<file path="src/rtl/ahblite_spi_slave_pkg.sv">
// Shared definitions for the AHB-Lite SPI slave: register map, bit positions,
// serial FSM state type and the idle fill pattern.
package ahblite_spi_slave_pkg;

    localparam logic [1:0] REG_DATA   = 2'd0;
    localparam logic [1:0] REG_STATUS = 2'd1;
    localparam logic [1:0] REG_CTRL   = 2'd2;

    localparam int unsigned STAT_RXNE   = 0;
    localparam int unsigned STAT_RXFULL = 1;
    localparam int unsigned STAT_TXEMP  = 2;
    localparam int unsigned STAT_RXOVF  = 3;
    localparam int unsigned STAT_CSACT  = 4;

    localparam int unsigned CTRL_EN   = 0;
    localparam int unsigned CTRL_RXIE = 1;
    localparam int unsigned CTRL_TXIE = 2;

    localparam logic [7:0] IDLE_FILL = 8'hFF;

    typedef enum logic {
        ST_IDLE   = 1'b0,
        ST_ACTIVE = 1'b1
    } spi_state_e;

    // Byte presented to the master on a TX load: holding data, or idle fill when nothing is queued.
    function automatic logic [7:0] tx_load_value(input logic empty, input logic [7:0] hold);
        logic [7:0] val;
        if (empty) begin
            val = IDLE_FILL;
        end else begin
            val = hold;
        end
        return val;
    endfunction

endpackage

</file>
<file path="src/rtl/ahblite_spi_slave_if.sv">
// AHB-Lite slave-side bus bundle for the SPI slave peripheral.
interface ahblite_spi_slave_if;
    logic        HSEL;
    logic [31:0] HADDR;
    logic [1:0]  HTRANS;
    logic [2:0]  HSIZE;
    logic [3:0]  HPROT;
    logic        HWRITE;
    logic [31:0] HWDATA;
    logic        HREADY;
    logic        HREADYOUT;
    logic [31:0] HRDATA;
    logic        HRESP;

    modport master (
        output HSEL, HADDR, HTRANS, HSIZE, HPROT, HWRITE, HWDATA, HREADY,
        input  HREADYOUT, HRDATA, HRESP
    );

    modport slave (
        input  HSEL, HADDR, HTRANS, HSIZE, HPROT, HWRITE, HWDATA, HREADY,
        output HREADYOUT, HRDATA, HRESP
    );
endinterface

</file>
<file path="src/rtl/spi_rx_fifo.sv">
// Synchronous byte FIFO for received SPI data; a push on a full FIFO is accepted
// only when a pop frees a slot in the same cycle.
module spi_rx_fifo #(
    parameter int DEPTH = 4
) (
    input  logic       clk,
    input  logic       rst_n,
    input  logic       push,
    input  logic [7:0] din,
    input  logic       pop,
    output logic [7:0] dout,
    output logic       full,
    output logic       empty
);
    localparam int AW = (DEPTH > 1) ? $clog2(DEPTH) : 1;
    localparam logic [AW-1:0] PTR_ONE  = AW'(1);
    localparam logic [AW:0]   CNT_ONE  = (AW + 1)'(1);
    localparam logic [AW:0]   CNT_FULL = (AW + 1)'(DEPTH);

    logic [7:0]    mem_r [DEPTH];
    logic [AW-1:0] wptr_r;
    logic [AW-1:0] rptr_r;
    logic [AW:0]   count_r;
    logic          pop_ok_s;
    logic          push_ok_s;

    assign full      = (count_r == CNT_FULL);
    assign empty     = (count_r == {(AW + 1){1'b0}});
    assign pop_ok_s  = pop & ~empty;
    assign push_ok_s = push & (~full | pop_ok_s);
    assign dout      = mem_r[rptr_r];

    // Storage, pointers and occupancy count.
    always_ff @(posedge clk or negedge rst_n) begin
        if (!rst_n) begin
            for (int i = 0; i < DEPTH; i++) begin
                mem_r[i] <= 8'h00;
            end
            wptr_r  <= {AW{1'b0}};
            rptr_r  <= {AW{1'b0}};
            count_r <= {(AW + 1){1'b0}};
        end else begin
            if (push_ok_s) begin
                mem_r[wptr_r] <= din;
                wptr_r        <= wptr_r + PTR_ONE;
            end
            if (pop_ok_s) begin
                rptr_r <= rptr_r + PTR_ONE;
            end
            case ({push_ok_s, pop_ok_s})
                2'b10:   count_r <= count_r + CNT_ONE;
                2'b01:   count_r <= count_r - CNT_ONE;
                default: count_r <= count_r;
            endcase
        end
    end
endmodule

</file>
<file path="src/rtl/ahblite_spi_slave.sv">
// AHB-Lite mapped SPI mode-0 slave: register file, synchronized SPI front end,
// IDLE/ACTIVE serial FSM with TX holding register and an RX FIFO.
module ahblite_spi_slave
    import ahblite_spi_slave_pkg::*;
#(
    parameter int RX_DEPTH = 4
) (
    input  logic                HCLK,
    input  logic                HRESETn,
    ahblite_spi_slave_if.slave  ahb,
    input  logic                SPI_CS,
    input  logic                SPI_CLK,
    input  logic                SPI_MOSI,
    output logic                SPI_MISO,
    output logic                SPI_MISO_OE,
    output logic                spi_irq
);
    spi_state_e  state_r, state_nxt_s;
    logic [1:0]  cs_sync_r, sclk_sync_r, mosi_sync_r;
    logic        cs_prev_r, sclk_prev_r;
    logic        cs_s, sclk_s, mosi_s;
    logic        cs_fall_s, cs_rise_s, sclk_rise_s, sclk_fall_s;
    logic        dp_valid_r, dp_write_r;
    logic [1:0]  dp_addr_r;
    logic [2:0]  ctrl_r;
    logic [7:0]  tx_hold_r, tx_shift_r, rx_shift_r;
    logic        tx_empty_r, rx_ovf_r;
    logic [2:0]  bit_cnt_r;
    logic        en_s, start_s, stay_s, rx_edge_s, tx_edge_s, load_s;
    logic        push_req_s, push_s, ovf_set_s;
    logic        wr_data_s, wr_status_s, wr_ctrl_s, rd_data_s, pop_s;
    logic [7:0]  push_byte_s, fifo_dout_s;
    logic        fifo_full_s, fifo_empty_s;
    logic [31:0] status_s, rdata_s;
    logic        unused_s;

    assign unused_s = ^{ahb.HADDR[31:4], ahb.HADDR[1:0], ahb.HSIZE, ahb.HPROT,
                        ahb.HTRANS[0], ahb.HWDATA[31:8]};

    assign ahb.HREADYOUT = 1'b1;
    assign ahb.HRESP     = 1'b0;

    // Two-flop synchronizers plus one delay stage for edge detection.
    always_ff @(posedge HCLK or negedge HRESETn) begin
        if (!HRESETn) begin
            cs_sync_r   <= 2'b11;
            sclk_sync_r <= 2'b00;
            mosi_sync_r <= 2'b00;
            cs_prev_r   <= 1'b1;
            sclk_prev_r <= 1'b0;
        end else begin
            cs_sync_r   <= {cs_sync_r[0], SPI_CS};
            sclk_sync_r <= {sclk_sync_r[0], SPI_CLK};
            mosi_sync_r <= {mosi_sync_r[0], SPI_MOSI};
            cs_prev_r   <= cs_sync_r[1];
            sclk_prev_r <= sclk_sync_r[1];
        end
    end

    assign cs_s        = cs_sync_r[1];
    assign sclk_s      = sclk_sync_r[1];
    assign mosi_s      = mosi_sync_r[1];
    assign cs_fall_s   = cs_prev_r & ~cs_s;
    assign cs_rise_s   = ~cs_prev_r & cs_s;
    assign sclk_rise_s = ~sclk_prev_r & sclk_s;
    assign sclk_fall_s = sclk_prev_r & ~sclk_s;
    assign en_s        = ctrl_r[CTRL_EN];

    // Serial FSM state register.
    always_ff @(posedge HCLK or negedge HRESETn) begin
        if (!HRESETn) begin
            state_r <= ST_IDLE;
        end else begin
            state_r <= state_nxt_s;
        end
    end

    // Next state and per-cycle serial event decode; edges count only while the frame stays open.
    always_comb begin
        state_nxt_s = state_r;
        start_s     = 1'b0;
        stay_s      = 1'b0;
        case (state_r)
            ST_IDLE: begin
                if (cs_fall_s && en_s) begin
                    state_nxt_s = ST_ACTIVE;
                    start_s     = 1'b1;
                end else begin
                    state_nxt_s = ST_IDLE;
                end
            end
            ST_ACTIVE: begin
                if (cs_rise_s || !en_s) begin
                    state_nxt_s = ST_IDLE;
                end else begin
                    state_nxt_s = ST_ACTIVE;
                    stay_s      = 1'b1;
                end
            end
            default: state_nxt_s = ST_IDLE;
        endcase
    end

    assign rx_edge_s   = stay_s & sclk_rise_s;
    assign tx_edge_s   = stay_s & sclk_fall_s;
    assign load_s      = start_s | (tx_edge_s & (bit_cnt_r == 3'd0));
    assign push_req_s  = rx_edge_s & (bit_cnt_r == 3'd7);
    assign push_byte_s = {rx_shift_r[6:0], mosi_s};
    assign push_s      = push_req_s & (~fifo_full_s | pop_s);
    assign ovf_set_s   = push_req_s & fifo_full_s & ~pop_s;

    // Shift registers and bit counter; leaving ACTIVE drops any partial byte.
    always_ff @(posedge HCLK or negedge HRESETn) begin
        if (!HRESETn) begin
            bit_cnt_r  <= 3'd0;
            rx_shift_r <= 8'h00;
            tx_shift_r <= IDLE_FILL;
        end else if (start_s) begin
            bit_cnt_r  <= 3'd0;
            tx_shift_r <= tx_load_value(tx_empty_r, tx_hold_r);
        end else if (!stay_s) begin
            bit_cnt_r <= 3'd0;
        end else begin
            if (rx_edge_s) begin
                rx_shift_r <= push_byte_s;
                bit_cnt_r  <= bit_cnt_r + 3'd1;
            end
            if (tx_edge_s) begin
                if (bit_cnt_r == 3'd0) begin
                    tx_shift_r <= tx_load_value(tx_empty_r, tx_hold_r);
                end else begin
                    tx_shift_r <= {tx_shift_r[6:0], 1'b0};
                end
            end
        end
    end

    // AHB address phase capture.
    always_ff @(posedge HCLK or negedge HRESETn) begin
        if (!HRESETn) begin
            dp_valid_r <= 1'b0;
            dp_write_r <= 1'b0;
            dp_addr_r  <= 2'd0;
        end else begin
            dp_valid_r <= ahb.HSEL & ahb.HREADY & ahb.HTRANS[1];
            dp_write_r <= ahb.HWRITE;
            dp_addr_r  <= ahb.HADDR[3:2];
        end
    end

    assign wr_data_s   = dp_valid_r & dp_write_r & (dp_addr_r == REG_DATA);
    assign wr_status_s = dp_valid_r & dp_write_r & (dp_addr_r == REG_STATUS);
    assign wr_ctrl_s   = dp_valid_r & dp_write_r & (dp_addr_r == REG_CTRL);
    assign rd_data_s   = dp_valid_r & ~dp_write_r & (dp_addr_r == REG_DATA);
    assign pop_s       = rd_data_s & ~fifo_empty_s;

    // Control, TX holding and sticky status; a DATA write beats a same-cycle TX load for tx_empty.
    always_ff @(posedge HCLK or negedge HRESETn) begin
        if (!HRESETn) begin
            ctrl_r     <= 3'b000;
            tx_hold_r  <= 8'h00;
            tx_empty_r <= 1'b1;
            rx_ovf_r   <= 1'b0;
        end else begin
            if (wr_ctrl_s) begin
                ctrl_r <= ahb.HWDATA[2:0];
            end
            if (wr_data_s) begin
                tx_hold_r  <= ahb.HWDATA[7:0];
                tx_empty_r <= 1'b0;
            end else if (load_s) begin
                tx_empty_r <= 1'b1;
            end
            if (ovf_set_s) begin
                rx_ovf_r <= 1'b1;
            end else if (wr_status_s && ahb.HWDATA[STAT_RXOVF]) begin
                rx_ovf_r <= 1'b0;
            end
        end
    end

    spi_rx_fifo #(
        .DEPTH (RX_DEPTH)
    ) u_rx_fifo (
        .clk   (HCLK),
        .rst_n (HRESETn),
        .push  (push_s),
        .din   (push_byte_s),
        .pop   (pop_s),
        .dout  (fifo_dout_s),
        .full  (fifo_full_s),
        .empty (fifo_empty_s)
    );

    // Status word and data-phase read mux.
    always_comb begin
        status_s              = 32'h0000_0000;
        status_s[STAT_RXNE]   = ~fifo_empty_s;
        status_s[STAT_RXFULL] = fifo_full_s;
        status_s[STAT_TXEMP]  = tx_empty_r;
        status_s[STAT_RXOVF]  = rx_ovf_r;
        status_s[STAT_CSACT]  = ~cs_s;
        rdata_s               = 32'h0000_0000;
        if (dp_valid_r && !dp_write_r) begin
            case (dp_addr_r)
                REG_DATA: begin
                    if (fifo_empty_s) begin
                        rdata_s = 32'h0000_0000;
                    end else begin
                        rdata_s = {24'h00_0000, fifo_dout_s};
                    end
                end
                REG_STATUS: rdata_s = status_s;
                REG_CTRL:   rdata_s = {29'h0000_0000, ctrl_r};
                default:    rdata_s = 32'h0000_0000;
            endcase
        end else begin
            rdata_s = 32'h0000_0000;
        end
    end

    assign ahb.HRDATA  = rdata_s;
    assign SPI_MISO    = tx_shift_r[7];
    assign SPI_MISO_OE = (state_r == ST_ACTIVE);
    assign spi_irq     = (ctrl_r[CTRL_RXIE] & (~fifo_empty_s | rx_ovf_r))
                       | (ctrl_r[CTRL_TXIE] & en_s & tx_empty_r);
endmodule

</file>
<file path="src/flat_wrapper.sv">
// flat-port wrapper written by rule: the top's interface ports become plain ports
module ahblite_spi_slave_flat import ahblite_spi_slave_pkg::*;
#(
    parameter int RX_DEPTH = 4
)
  (HCLK, HRESETn, SPI_CS, SPI_CLK, SPI_MOSI, SPI_MISO, SPI_MISO_OE, spi_irq, ahb_HSEL, ahb_HADDR, ahb_HTRANS, ahb_HSIZE, ahb_HPROT, ahb_HWRITE, ahb_HWDATA, ahb_HREADY, ahb_HREADYOUT, ahb_HRDATA, ahb_HRESP);
  ahblite_spi_slave_if ahb_i ();
  input  logic HCLK;
  input  logic HRESETn;
  input  logic SPI_CS;
  input  logic SPI_CLK;
  input  logic SPI_MOSI;
  output logic SPI_MISO;
  output logic SPI_MISO_OE;
  output logic spi_irq;
  input wire logic [$bits(ahb_i.HSEL)-1:0] ahb_HSEL;
  input wire logic [$bits(ahb_i.HADDR)-1:0] ahb_HADDR;
  input wire logic [$bits(ahb_i.HTRANS)-1:0] ahb_HTRANS;
  input wire logic [$bits(ahb_i.HSIZE)-1:0] ahb_HSIZE;
  input wire logic [$bits(ahb_i.HPROT)-1:0] ahb_HPROT;
  input wire logic [$bits(ahb_i.HWRITE)-1:0] ahb_HWRITE;
  input wire logic [$bits(ahb_i.HWDATA)-1:0] ahb_HWDATA;
  input wire logic [$bits(ahb_i.HREADY)-1:0] ahb_HREADY;
  output wire logic [$bits(ahb_i.HREADYOUT)-1:0] ahb_HREADYOUT;
  output wire logic [$bits(ahb_i.HRDATA)-1:0] ahb_HRDATA;
  output wire logic [$bits(ahb_i.HRESP)-1:0] ahb_HRESP;
  assign ahb_i.HSEL = ahb_HSEL;
  assign ahb_i.HADDR = ahb_HADDR;
  assign ahb_i.HTRANS = ahb_HTRANS;
  assign ahb_i.HSIZE = ahb_HSIZE;
  assign ahb_i.HPROT = ahb_HPROT;
  assign ahb_i.HWRITE = ahb_HWRITE;
  assign ahb_i.HWDATA = ahb_HWDATA;
  assign ahb_i.HREADY = ahb_HREADY;
  assign ahb_HREADYOUT = ahb_i.HREADYOUT;
  assign ahb_HRDATA = ahb_i.HRDATA;
  assign ahb_HRESP = ahb_i.HRESP;
  ahblite_spi_slave #(.RX_DEPTH(RX_DEPTH)) u_core (.HCLK(HCLK), .HRESETn(HRESETn), .ahb(ahb_i), .SPI_CS(SPI_CS), .SPI_CLK(SPI_CLK), .SPI_MOSI(SPI_MOSI), .SPI_MISO(SPI_MISO), .SPI_MISO_OE(SPI_MISO_OE), .spi_irq(spi_irq));
endmodule
</file>
<file path="config.mk">
export PLATFORM = sky130hd
export DESIGN_NAME = ahblite_spi_slave_flat
export DESIGN_NICKNAME = d
export VERILOG_FILES = /design/src/rtl/ahblite_spi_slave_pkg.sv /design/src/rtl/ahblite_spi_slave_if.sv /design/src/rtl/spi_rx_fifo.sv /design/src/rtl/ahblite_spi_slave.sv /design/src/flat_wrapper.sv
export SDC_FILE = /design/constraint.sdc
export NUM_CORES = 1
export LEC_CHECK = 0
export ABC_AREA = 1
export CORE_ASPECT_RATIO = 0.75
export CORE_MARGIN = 3
export CORE_UTILIZATION = 39
export DETAILED_ROUTE_END_ITERATION = 6
export GPL_TIMING_DRIVEN = 0
export PLACE_DENSITY = 0.7
export SLEW_MARGIN = 20
export SYNTH_ARGS = -nofsm -noshare
export SYNTH_HDL_FRONTEND = slang
export SYNTH_SLANG_ARGS = --single-unit
</file>
<file path="constraint.sdc">
create_clock -name HCLK -period 4 [get_ports HCLK]
set_input_delay 1.2 -clock HCLK [delete_from_list [all_inputs] [get_ports HCLK]]
set_output_delay 1.2 -clock HCLK [all_outputs]
set_load 0.02 [all_outputs]
</file>
==> flow_summary.yaml <==
timing:
  rsz0062_at_grt: "false"
  slew_viol_final: 0
  skew_ps: 4.80
  min_period_ps: 3740
  worst_slack_ps: 264
  setup_violations: 0
  tightest_slew_ps: 556
  period_share_pct: 93.4
  slew_headroom_pct: 63.0
  finalHoldViolCount: 0
  max_freq_mhz: 268
detailed_routing:
  route.met3.wl_um: 844
  drt_iter0_drc: 366
  wire_per_inst_um: 13.5
  top_layer_used: "met4"
  via_per_inst: 4.95
  postRouteWirelength_um: 9810
  met1_length_um: 4680
  firstDrtPassIters: 5
  vias: 3605
  antenna_left: 0
  drc_errors: 0
  wl_met2_um: 4190
finish:
  antennaDiodeCount: 0
  drive_gt1_share_pct: 13.7
  nets: 678
  fillers: 994
  syn2layout_area_growth_pct: 20.8
  fin_util_pct: 49.2
  layout.cells.non_filler: 729
  finish.instance_area_um2: 5160
power:
  power_density_nw_per_um2: 426
  leakage_nw: 2.64
  vdd_drop_max_mv: 0.194
grt:
  grt_max_degree: 54
  grt_antenna_before_repair: 0
  grt_pass1_wl_um: 16000
  grt_util_all_layers_pct: 16.1
  grt-ovfl-total: 0
  first_global_vias: 3256
critical_path:
  critical-path-top-delay-family: "buffers and inverters"
  worst_path_largest_cell_delay_ps: 630
  cp-start-kind: "flip-flop"
  reg2reg_slack_ps: 1630
  crit_chain: "clkbuf_1, inv_1, o22ai_1, a21oi_1, nor2_1, clkdlybuf4s50_1"
  worst_ep_arrival_time_ps: 2540
  critPathCaptureType: "output port"
  crit_required_ps: 2800
  worstSetupPathType: "reg -> out"
  path_max_fanout: 10
  path_buf_inv: 3
  slowest_stage: "clkdlybuf4s50_1"
clocking:
  cts_buffers: 9
  path_clk_slew_ps: 60
  cts-resized-gates: 0
  cts_tree: "built"
  clk_path_buf_depth: 2
  cts_setup_buffers: 0
  postCtsHoldBufs: 0
  cts_root_buf: "clkbuf_16"
  insertion_delay_ps: 330
  cts.sinks: 83
  htreeDepth: 3
floorplan:
  ioPinCount: 118
  start_util_pct: 40.7
  die_x_um: 127
  row_count: 32
  core_area_um2: 10500
  die_area_um2: 12300
  die_h_um: 96.6
synthesis:
  synth_cell_type_count: 31
  syn_area_um2: 4270
  synth_top_area_cell: "dfrtp_1"
  muxShareOfSynthArea_pct: 0
  ys_top_cells_by_area: "dfrtp_1, nand2_1, dfstp_2"
  synth_top_cell_area_share_pct: 41.6
  synth_top_family_by_area: "simple AND/OR/NAND/NOR gates"
  synth-xor-area-share_pct: 0.820
  synthCells: 523
  ys_seq_elements: 83
  ys.warnings.count: 0
  synth-simple-area-share_pct: 29.7
  synth_compound_area_share_pct: 6.18
  avgSynthCellArea_um2: 8.17
  seq_area_frac_synth_pct: 49.0
  synth_fa_ha_area_share_pct: 2.81
placement:
  placed_cells: 713
  portBuffers: 29
  place_hpwl_um: 7070
  place_ws_ps: 709
  dpl_cell_area_um2: 4850
  gp_congestion: 0.906
run_status:
  status: "finished clean"
hold_path:
  holdCritPathClass: "reg -> reg"
job:
  drv_cap: 0
## cells by family after synthesis
kind of cell	count (synthesis)
DFF	83
other	2
xor gates and xnor gates	4
buffers and inverters	84
AOI/OAI and AO/OA	52
adders and majority gates	9
and+or+nand+nor	289
## placed cells by master (no fill, tap or decap), types with 2 or more instances in the layout
cell	count
nand2_1	200
dfrtp_1	71
o21ai_0	39
inv_1	36
nand4_1	33
buf_4	30
clkdlybuf4s50_1	28
nor2_1	27
conb_1	26
nand3_1	17
dfstp_2	12
a21oi_1	11
clkbuf_16	9
ha_1	8
buf_2	7
clkbuf_1	4
buf_8	4
clkinv_1	3
clkbuf_8	3
nor2_2	2
nand3_4	2
nand3_2	2
xor2_1	2
xnor2_1	2
clkinv_2	2
## cells in the mapped netlist, drive strengths merged
cell type / instances
a21oi: 11
and2: 1
and3: 1
buf: 41
clkbuf: 4
clkinv: 3
conb: 2
dfrtp: 71
dfstp: 12
fa: 1
ha: 8
inv: 36
nand2: 201
nand3: 21
nand4: 33
nor2: 30
nor3: 1
o21ai: 39
o22ai: 1
o31ai: 1
or2: 1
xnor2: 2
xor2: 2
## power by group
group	switching, mW	total, mW	internal, mW
sequential	0.0979	1.06	0.963
clock	0.322	0.854	0.532
combinational	0.167	0.284	0.117
## metrics by stage
step                      hold WS [ps]  TNS, ps  power (mW)
after global routing               356        0        2.31
after detailed placement           336        0        1.35
after floorplan                    331        0        1.23
after CTS                          349        0        2.21
after global placement             333   -87120        1.34
final                              348        0        2.20
## sequential cells by signal, summed over array words and instances, names as in the netlist, 2 cells and up
signal / cells
u_core.tx_hold_r: 8
u_core.dp_addr_r: 2
u_core.bit_cnt_r: 3
u_core.u_rx_fifo.count_r: 3
u_core.u_rx_fifo.mem_r: 32
u_core.cs_sync_r: 2
u_core.u_rx_fifo.wptr_r: 2
u_core.tx_shift_r: 8
u_core.ctrl_r: 3
u_core.mosi_sync_r: 2
u_core.rx_shift_r: 7
u_core.sclk_sync_r: 2
u_core.u_rx_fifo.rptr_r: 2
## layout make-up
cell class	count	area, um2	share of cell area, %
Inverter	39	146	2.84
Buffer	45	339	6.57
Clock inverter	4	47.5	0.921
Tap cell	136	170	3.30
Clock buffer	12	267	5.16
Sequential cell	83	2090	40.5
Multi-Input combinational cell	380	1780	34.6
Timing Repair Buffer	30	315	6.11
## path summary, 6_finish.rpt
| kind | endpoint | cells after the start | startpoint |
|---|---|---|---|
| min | u_core.mosi_sync_r[1] | 0 | u_core.mosi_sync_r[0] |
| min in group asynchronous | u_core.dp_valid_r | 1 | HRESETn |
| max in group asynchronous | u_core.cs_sync_r[0] | 2 | HRESETn |
| max reg2reg | u_core.u_rx_fifo.count_r[2] | 12 | u_core.bit_cnt_r[0] |
| max | ahb_HRDATA[2] | 6 | u_core.tx_empty_r |
| min reg2reg | u_core.mosi_sync_r[1] | 0 | u_core.mosi_sync_r[0] |
## metal layers
| layer | up-vias | GRT usage [%] |
|---|---|---|
| met5 | - | 0 |
| met4 | 0 | 4.29 |
| met3 | 9 | 4.25 |
| met2 | 137 | 23.1 |
| met1 | 1704 | 24.2 |
| li1 | 1755 | - |
Note: power is estimated with default switching activity, not from simulation.
